File: config.mk
export PLATFORM = sky130hd
export DESIGN_NAME = btn_step_gen
export DESIGN_NICKNAME = d
export VERILOG_FILES = /design/src/rtl/btn_step_pkg.sv /design/src/rtl/btn_debounce.sv /design/src/rtl/btn_step_gen.sv
export SDC_FILE = /design/constraint.sdc
export NUM_CORES = 1
export LEC_CHECK = 0
export CORE_MARGIN = 2
export CORE_UTILIZATION = 54
export CTS_CLUSTER_DIAMETER = 50
export DETAILED_ROUTE_END_ITERATION = 12
export GPL_TIMING_DRIVEN = 0
export HOLD_SLACK_MARGIN = 0.12
export PLACE_DENSITY = 0.76
export SLEW_MARGIN = 20
export SYNTH_ARGS = -nofsm -noshare
export SYNTH_HDL_FRONTEND = slang
export SYNTH_SLANG_ARGS = --single-unit
export TNS_END_PERCENT = 1
File: constraint.sdc
create_clock -name clk -period 2 [get_ports clk]
set_clock_uncertainty 0.1 [all_clocks]
set_input_delay 0.3 -clock clk [delete_from_list [all_inputs] [get_ports clk]]
set_output_delay 0.3 -clock clk [all_outputs]
set_load 0.02 [all_outputs]
File: src/rtl/btn_step_pkg.sv
// Shared types and sizing helpers for the pushbutton step generator.
// Consumed by btn_debounce and btn_step_gen.
package btn_step_pkg;

  typedef enum logic [1:0] {
    IDLE,
    HOLD,
    REPEAT,
    LOCK
  } state_t;

  typedef enum logic {
    DIR_UP,
    DIR_DN
  } dir_t;

  localparam int unsigned DEB_CYC_DEF  = 100000;
  localparam int unsigned HOLD_CYC_DEF = 50000000;
  localparam int unsigned REP_CYC_DEF  = 10000000;

  // Bits needed to hold the value n without wrapping; never less than one.
  function automatic int unsigned cnt_width(input int unsigned n);
    return (n < 1) ? 1 : $clog2(n + 1);
  endfunction

  function automatic int unsigned max_u(input int unsigned a, input int unsigned b);
    return (a > b) ? a : b;
  endfunction

endpackage

File: src/rtl/btn_debounce.sv
// One pushbutton: 2-FF synchroniser, stable-level debounce counter and a
// single-cycle pulse on each debounced rising edge.
module btn_debounce
  import btn_step_pkg::*;
#(
  parameter int unsigned DEB_CYC = DEB_CYC_DEF
) (
  input  logic clk_i,
  input  logic rst_ni,
  input  logic raw_i,
  output logic level_o,
  output logic rise_o
);

  localparam int unsigned CW = cnt_width(DEB_CYC);

  logic          sync1_q;
  logic          sync2_q;
  logic          level_q;
  logic          level_d;
  logic          prev_q;
  logic [CW-1:0] cnt_q;
  logic [CW-1:0] cnt_d;

  // The level flips on the DEB_CYC-th consecutive cycle in which the
  // synchronised input disagrees with it; any agreement restarts the count.
  always_comb begin
    level_d = level_q;
    cnt_d   = '0;
    if (sync2_q != level_q) begin
      if (cnt_q >= CW'(DEB_CYC - 1)) begin
        level_d = ~level_q;
      end else begin
        cnt_d = cnt_q + 1'b1;
      end
    end
  end

  always_ff @(posedge clk_i) begin
    if (!rst_ni) begin
      sync1_q <= 1'b0;
      sync2_q <= 1'b0;
      level_q <= 1'b0;
      prev_q  <= 1'b0;
      cnt_q   <= '0;
    end else begin
      sync1_q <= raw_i;
      sync2_q <= sync1_q;
      level_q <= level_d;
      prev_q  <= level_q;
      cnt_q   <= cnt_d;
    end
  end

  assign level_o = level_q;
  assign rise_o  = level_q & ~prev_q;

endmodule

File: src/rtl/btn_step_gen.sv
// Turns raw up/down/load pushbuttons into single-cycle counter strobes.
// Auto-repeat on a held up/down button is built only with AUTO_REPEAT_EN defined.
module btn_step_gen
  import btn_step_pkg::*;
#(
  parameter int unsigned DEB_CYC  = DEB_CYC_DEF,
  parameter int unsigned HOLD_CYC = HOLD_CYC_DEF,
  parameter int unsigned REP_CYC  = REP_CYC_DEF
) (
  input  logic clk,
  input  logic reset,
  input  logic btn_up_raw,
  input  logic btn_dn_raw,
  input  logic btn_ld_raw,
  output logic up,
  output logic down,
  output logic load,
  output logic repeating
);

  logic   u_lvl;
  logic   u_rise;
  logic   d_lvl;
  logic   d_rise;
  logic   ld_lvl_unused;
  logic   ld_rise;
  logic   act_lvl;
  logic   oth_lvl;

  state_t state_q;
  dir_t   dir_q;
  logic   up_q;
  logic   dn_q;
  logic   ld_q;
  logic   rep_q;

  btn_debounce #(.DEB_CYC(DEB_CYC)) u_deb_up (
    .clk_i  (clk),
    .rst_ni (reset),
    .raw_i  (btn_up_raw),
    .level_o(u_lvl),
    .rise_o (u_rise)
  );

  btn_debounce #(.DEB_CYC(DEB_CYC)) u_deb_dn (
    .clk_i  (clk),
    .rst_ni (reset),
    .raw_i  (btn_dn_raw),
    .level_o(d_lvl),
    .rise_o (d_rise)
  );

  btn_debounce #(.DEB_CYC(DEB_CYC)) u_deb_ld (
    .clk_i  (clk),
    .rst_ni (reset),
    .raw_i  (btn_ld_raw),
    .level_o(ld_lvl_unused),
    .rise_o (ld_rise)
  );

  assign act_lvl = (dir_q == DIR_UP) ? u_lvl : d_lvl;
  assign oth_lvl = (dir_q == DIR_UP) ? d_lvl : u_lvl;

`ifdef AUTO_REPEAT_EN
  localparam int unsigned CW = cnt_width(max_u(HOLD_CYC, REP_CYC));
  logic [CW-1:0] cnt_q;
`else
  logic unused_params;
  assign unused_params = ^{HOLD_CYC, REP_CYC};
`endif

  // Strobes default low every cycle so each is exactly one cycle wide.
  // A coincident load pulse suppresses the step outright; it is not queued.
  always_ff @(posedge clk) begin
    if (!reset) begin
      state_q <= IDLE;
      dir_q   <= DIR_UP;
      up_q    <= 1'b0;
      dn_q    <= 1'b0;
      ld_q    <= 1'b0;
      rep_q   <= 1'b0;
`ifdef AUTO_REPEAT_EN
      cnt_q   <= '0;
`endif
    end else begin
      up_q  <= 1'b0;
      dn_q  <= 1'b0;
      rep_q <= 1'b0;
      ld_q  <= ld_rise;
      case (state_q)
        IDLE: begin
          if (u_lvl && d_lvl) begin
            state_q <= LOCK;
          end else if (u_rise) begin
            up_q    <= ~ld_rise;
            dir_q   <= DIR_UP;
            state_q <= HOLD;
`ifdef AUTO_REPEAT_EN
            cnt_q   <= '0;
`endif
          end else if (d_rise) begin
            dn_q    <= ~ld_rise;
            dir_q   <= DIR_DN;
            state_q <= HOLD;
`ifdef AUTO_REPEAT_EN
            cnt_q   <= '0;
`endif
          end
        end
        HOLD: begin
          if (!act_lvl) begin
            state_q <= IDLE;
          end else if (oth_lvl) begin
            state_q <= LOCK;
`ifdef AUTO_REPEAT_EN
          end else if (cnt_q >= CW'(HOLD_CYC - 1)) begin
            up_q    <= (dir_q == DIR_UP) && !ld_rise;
            dn_q    <= (dir_q == DIR_DN) && !ld_rise;
            rep_q   <= 1'b1;
            cnt_q   <= '0;
            state_q <= REPEAT;
          end else begin
            cnt_q <= cnt_q + 1'b1;
`endif
          end
        end
`ifdef AUTO_REPEAT_EN
        REPEAT: begin
          if (!act_lvl) begin
            state_q <= IDLE;
          end else if (oth_lvl) begin
            state_q <= LOCK;
          end else begin
            rep_q <= 1'b1;
            if (cnt_q >= CW'(REP_CYC - 1)) begin
              up_q  <= (dir_q == DIR_UP) && !ld_rise;
              dn_q  <= (dir_q == DIR_DN) && !ld_rise;
              cnt_q <= '0;
            end else begin
              cnt_q <= cnt_q + 1'b1;
            end
          end
        end
`endif
        LOCK: begin
          if (!u_lvl && !d_lvl) begin
            state_q <= IDLE;
          end
        end
        default: state_q <= IDLE;
      endcase
    end
  end

  assign up        = up_q;
  assign down      = dn_q;
  assign load      = ld_q;
  assign repeating = rep_q;

endmodule
==> flow_summary_export.csv <==
group,metric,value,unit
logic_synthesis,synth_top_area_frac,0.469,
logic_synthesis,synth.top_cells.by_area,"dfxtp_1 47%, nor2_1 8.7%, xor2_1 8.0%",
sta,relSlewSlack,0.583,
logic_synthesis,synth_ff_type,"dfxtp_1",
power_and_ir_drop,irDropWorstVdd,0.562,mV
sta,worstMarginPinSlew,621,ps
place,dp.cells,413,
power_and_ir_drop,p_switching,546,uW
clock_tree,cts_tree,"built",
global_routing,grt_pass1_vias,2050,
logic_synthesis,netlist_area,0.00295,mm2
setup_path,worstPathMaxFanout,3,
final_layout,fin_util,0.670,
worst_hold_path,hold_path_class,"reg -> reg",
die,ios,9,
logic_synthesis,synth_warnings,0,
die,placementRows,26,
setup_path,start_kind,"register",
power_and_ir_drop,pwr-share-seq,0.493,
drt,wl_per_cell,11.7,um
sta,fin_crit_sh,1.02,
global_routing,antenna_found_initial,0,
sta,holdWs,302,ps
clock_tree,clk_latency,340,ps
flow_run,cap_viol_max_count,0,
final_layout,multi_input_area,0.00151,mm2
logic_synthesis,postSynthCellCount,336,
final_layout,fillCellCount,399,
sta,hold_viol,0,
die,initial_utilization,0.569,
power_and_ir_drop,combPwrFrac,0.017,
final_layout,nets,367,
final_layout,seqCellArea,0.00138,mm2
sta,setup_viol,17,
clock_tree,hold_buffers,0,
power_and_ir_drop,p_leak,0.00117,uW
power_and_ir_drop,power.share.switching,0.194,
logic_synthesis,synth_top_area_cell,"dfxtp_1",
clock_tree,htreeDepth,3,
sta,grt_setup_unrepaired,"true",
logic_synthesis,synth_area_per_cell,8.77,um2
logic_synthesis,synth.most_common_cell,"dfxtp_1",
setup_path,crit_path_max_incr_delay,490,ps
place,hpwl,3300,um
global_routing,grt-ovfl-total,0,
status,violations,"negative setup slack",
logic_synthesis,synth-edff-count,0,
final_layout,drive_above_1_share,0.124,
clock_tree,clkTransAtPathRegs,70,ps
die,die_h,77.9,um
clock_tree,clockRootBuffer,"clkbuf_8",
power_and_ir_drop,p_int,2260,uW
place,placed_cell_area,0.00312,mm2
setup_path,slowest_stage,"or4_4",
sta,min_period,2040,ps
final_layout,stdcell_count,434,
drt,ant_nets,0,
logic_synthesis,ys_top_cells_by_count,"69 x dfxtp_1, 68 x nor2_1, 27 x nand2_1, 27 x xor2_1, 25 x nand3_1",
setup_path,endpoint_kind,"register",
final_layout,diodes,0,
final_layout,area_growth,17.7,%
logic_synthesis,ys_ff_latch,69,
drt,drt-initial-drc-count,120,
global_routing,grt_max_degree,13,
die,die_area,0.00606,mm2
setup_path,criticalPathCategory,"reg -> reg",
final_layout,fin_area,0.00347,mm2
sta,fmax,0.491,GHz
drt,via_per_inst,5.14,
clock_tree,clock-sinks,69,
setup_path,path_cells,"buf_6 > or3b_4 > or4_4 > a21boi_2 > a211o_1 > a211oi_2",
sta,setup_slack,-36.5,ps
logic_synthesis,yosysSeqAreaShare,0.469,
global_routing,grt_pass1_wl,8920,um
setup_path,arrival,2200,ps
power_and_ir_drop,pwr-share-clk,0.490,
die,die_x,77.9,um
drt,drc,0,
place,gp_congestion,0.855,
place,port_buffers,7,
sta,slew_violations,0,
setup_path,required,2170,ps
logic_synthesis,synth.distinct_cells,50,
logic_synthesis,async_reset_ff_frac,0,
die,coreArea,0.00517,mm2
drt,routed_wirelength,5060,um
logic_synthesis,synth_fp_nets,344,
power_and_ir_drop,power_density,811,mW/mm2
clock_tree,cts_buffers,9,
clock_tree,clk_path_buf_depth,2,
drt,first_pass_iters,4,
status,status,"complete, but fails checks",
drt,vias,2230,
global_routing,track_usage,0.186,
-- registers in the layout, indices dropped and copies added (netlist names), 2 cells and up --
name,flops
state_q,2
u_deb_dn.cnt_q,17
u_deb_ld.cnt_q,17
u_deb_up.cnt_q,17
-- path summary, 6_finish.rpt --
path                     startpoint  slack [ps]               end  cells past startpoint
hold / removal      u_deb_ld.prev_q         300              load                      1
setup reg to reg  u_deb_dn.cnt_q[7]         -40  u_deb_dn.level_o                      6
setup / recovery  u_deb_dn.cnt_q[7]         -40  u_deb_dn.level_o                      6
hold reg to reg     u_deb_ld.prev_q         300              load                      1
-- power by group through the flow --
| stage | Sequential (uW) | Clock, uW | Combinational [uW] |
|---|---|---|---|
| CTS | 1390 | 1400 | 45.8 |
| global route | 1390 | 1460 | 52.2 |
| floorplan | 1420 | 0 | 25.8 |
| finish | 1390 | 1380 | 46.4 |
| global placement | 1420 | 0 | 39.8 |
| detailed placement | 1420 | 0 | 40.3 |
-- critical path, delay by kind of cell (launching register included) --
kind	cells	cell delay, ps
buf+inv	1	90
compound gates	3	610
flops	1	320
simple gates	2	850
-- repair_timing --
action / 4_1_cts / 5_1_grt
endpoints found under the setup margin: 38 / 37
resized for setup: 9 / 8
setup buffers: 4 / 0
cloned: 1 / 0
pin swaps: 7 / 3
-- layer usage --
layer  part of all wire  vias up  global-route usage
met5                  0        -                   0
met4              0.024        0               0.111
met3              0.045       10              0.0372
met2               0.43       36               0.284
met1               0.50     1011               0.241
li1                   -     1173                   -
-- kinds of logic (layout without fill, tap and decap cells) --
kind of cell               Yosys count  count (layout)  share of synthesized area
AOI/OAI and AO/OA                   32              32                     0.0756
xor gates and xnor gates            45              45                      0.134
adders and majority gates            3               3                     0.0127
buffers and inverters               18              46                     0.0340
DFF                                 69              69                      0.469
muxes                                2               2                    0.00722
other                                1               1                    0.00127
and+or+nand+nor                    166             166                      0.266
-- cell type report --
cell class              count  area share
plain buffers               9      0.0224
clock buffers              10      0.0397
clock inverters             6      0.0318
inverters                   9     0.00975
multi-input cells         249       0.436
flip-flops and latches     69       0.399
well taps                  70      0.0253
repair buffers             12      0.0357
-- per-stage QoR --
stage                     TNS [ps]  total power, uW  setup WS [ps]
final                         -202             2810          -36.5
after global routing         -1200             2900           -101
after CTS                     -151             2830          -33.7
after detailed placement     -7150             1460           -301
after global placement       -6460             1460           -263
after floorplan               -356             1440          -35.9
-- placed cells by master, fill, tap and decap left out, types with 2 or more instances in the layout --
master and n:
nor4_1 4, xor2_1 27, clkdlybuf4s50_1 7, nand3_1 25, nor2b_1 2, nand4_1 8, o21ai_0 5, dfxtp_2 2
and2_1 10, ha_2 3, a31oi_1 2, nor3_1 6, a211oi_1 2, nand2_1 27, dfxtp_1 67, nand2b_1 3
clkinvlp_4 2, nor2_1 68, clkbuf_8 11, a21oi_1 7, and3_1 3, bufinv_16 3, o211ai_1 2, inv_1 9
buf_6 4, xnor2_1 18, buf_4 5, clkbuf_1 2
No activity file was read; power rests on OpenSTA's default activity.
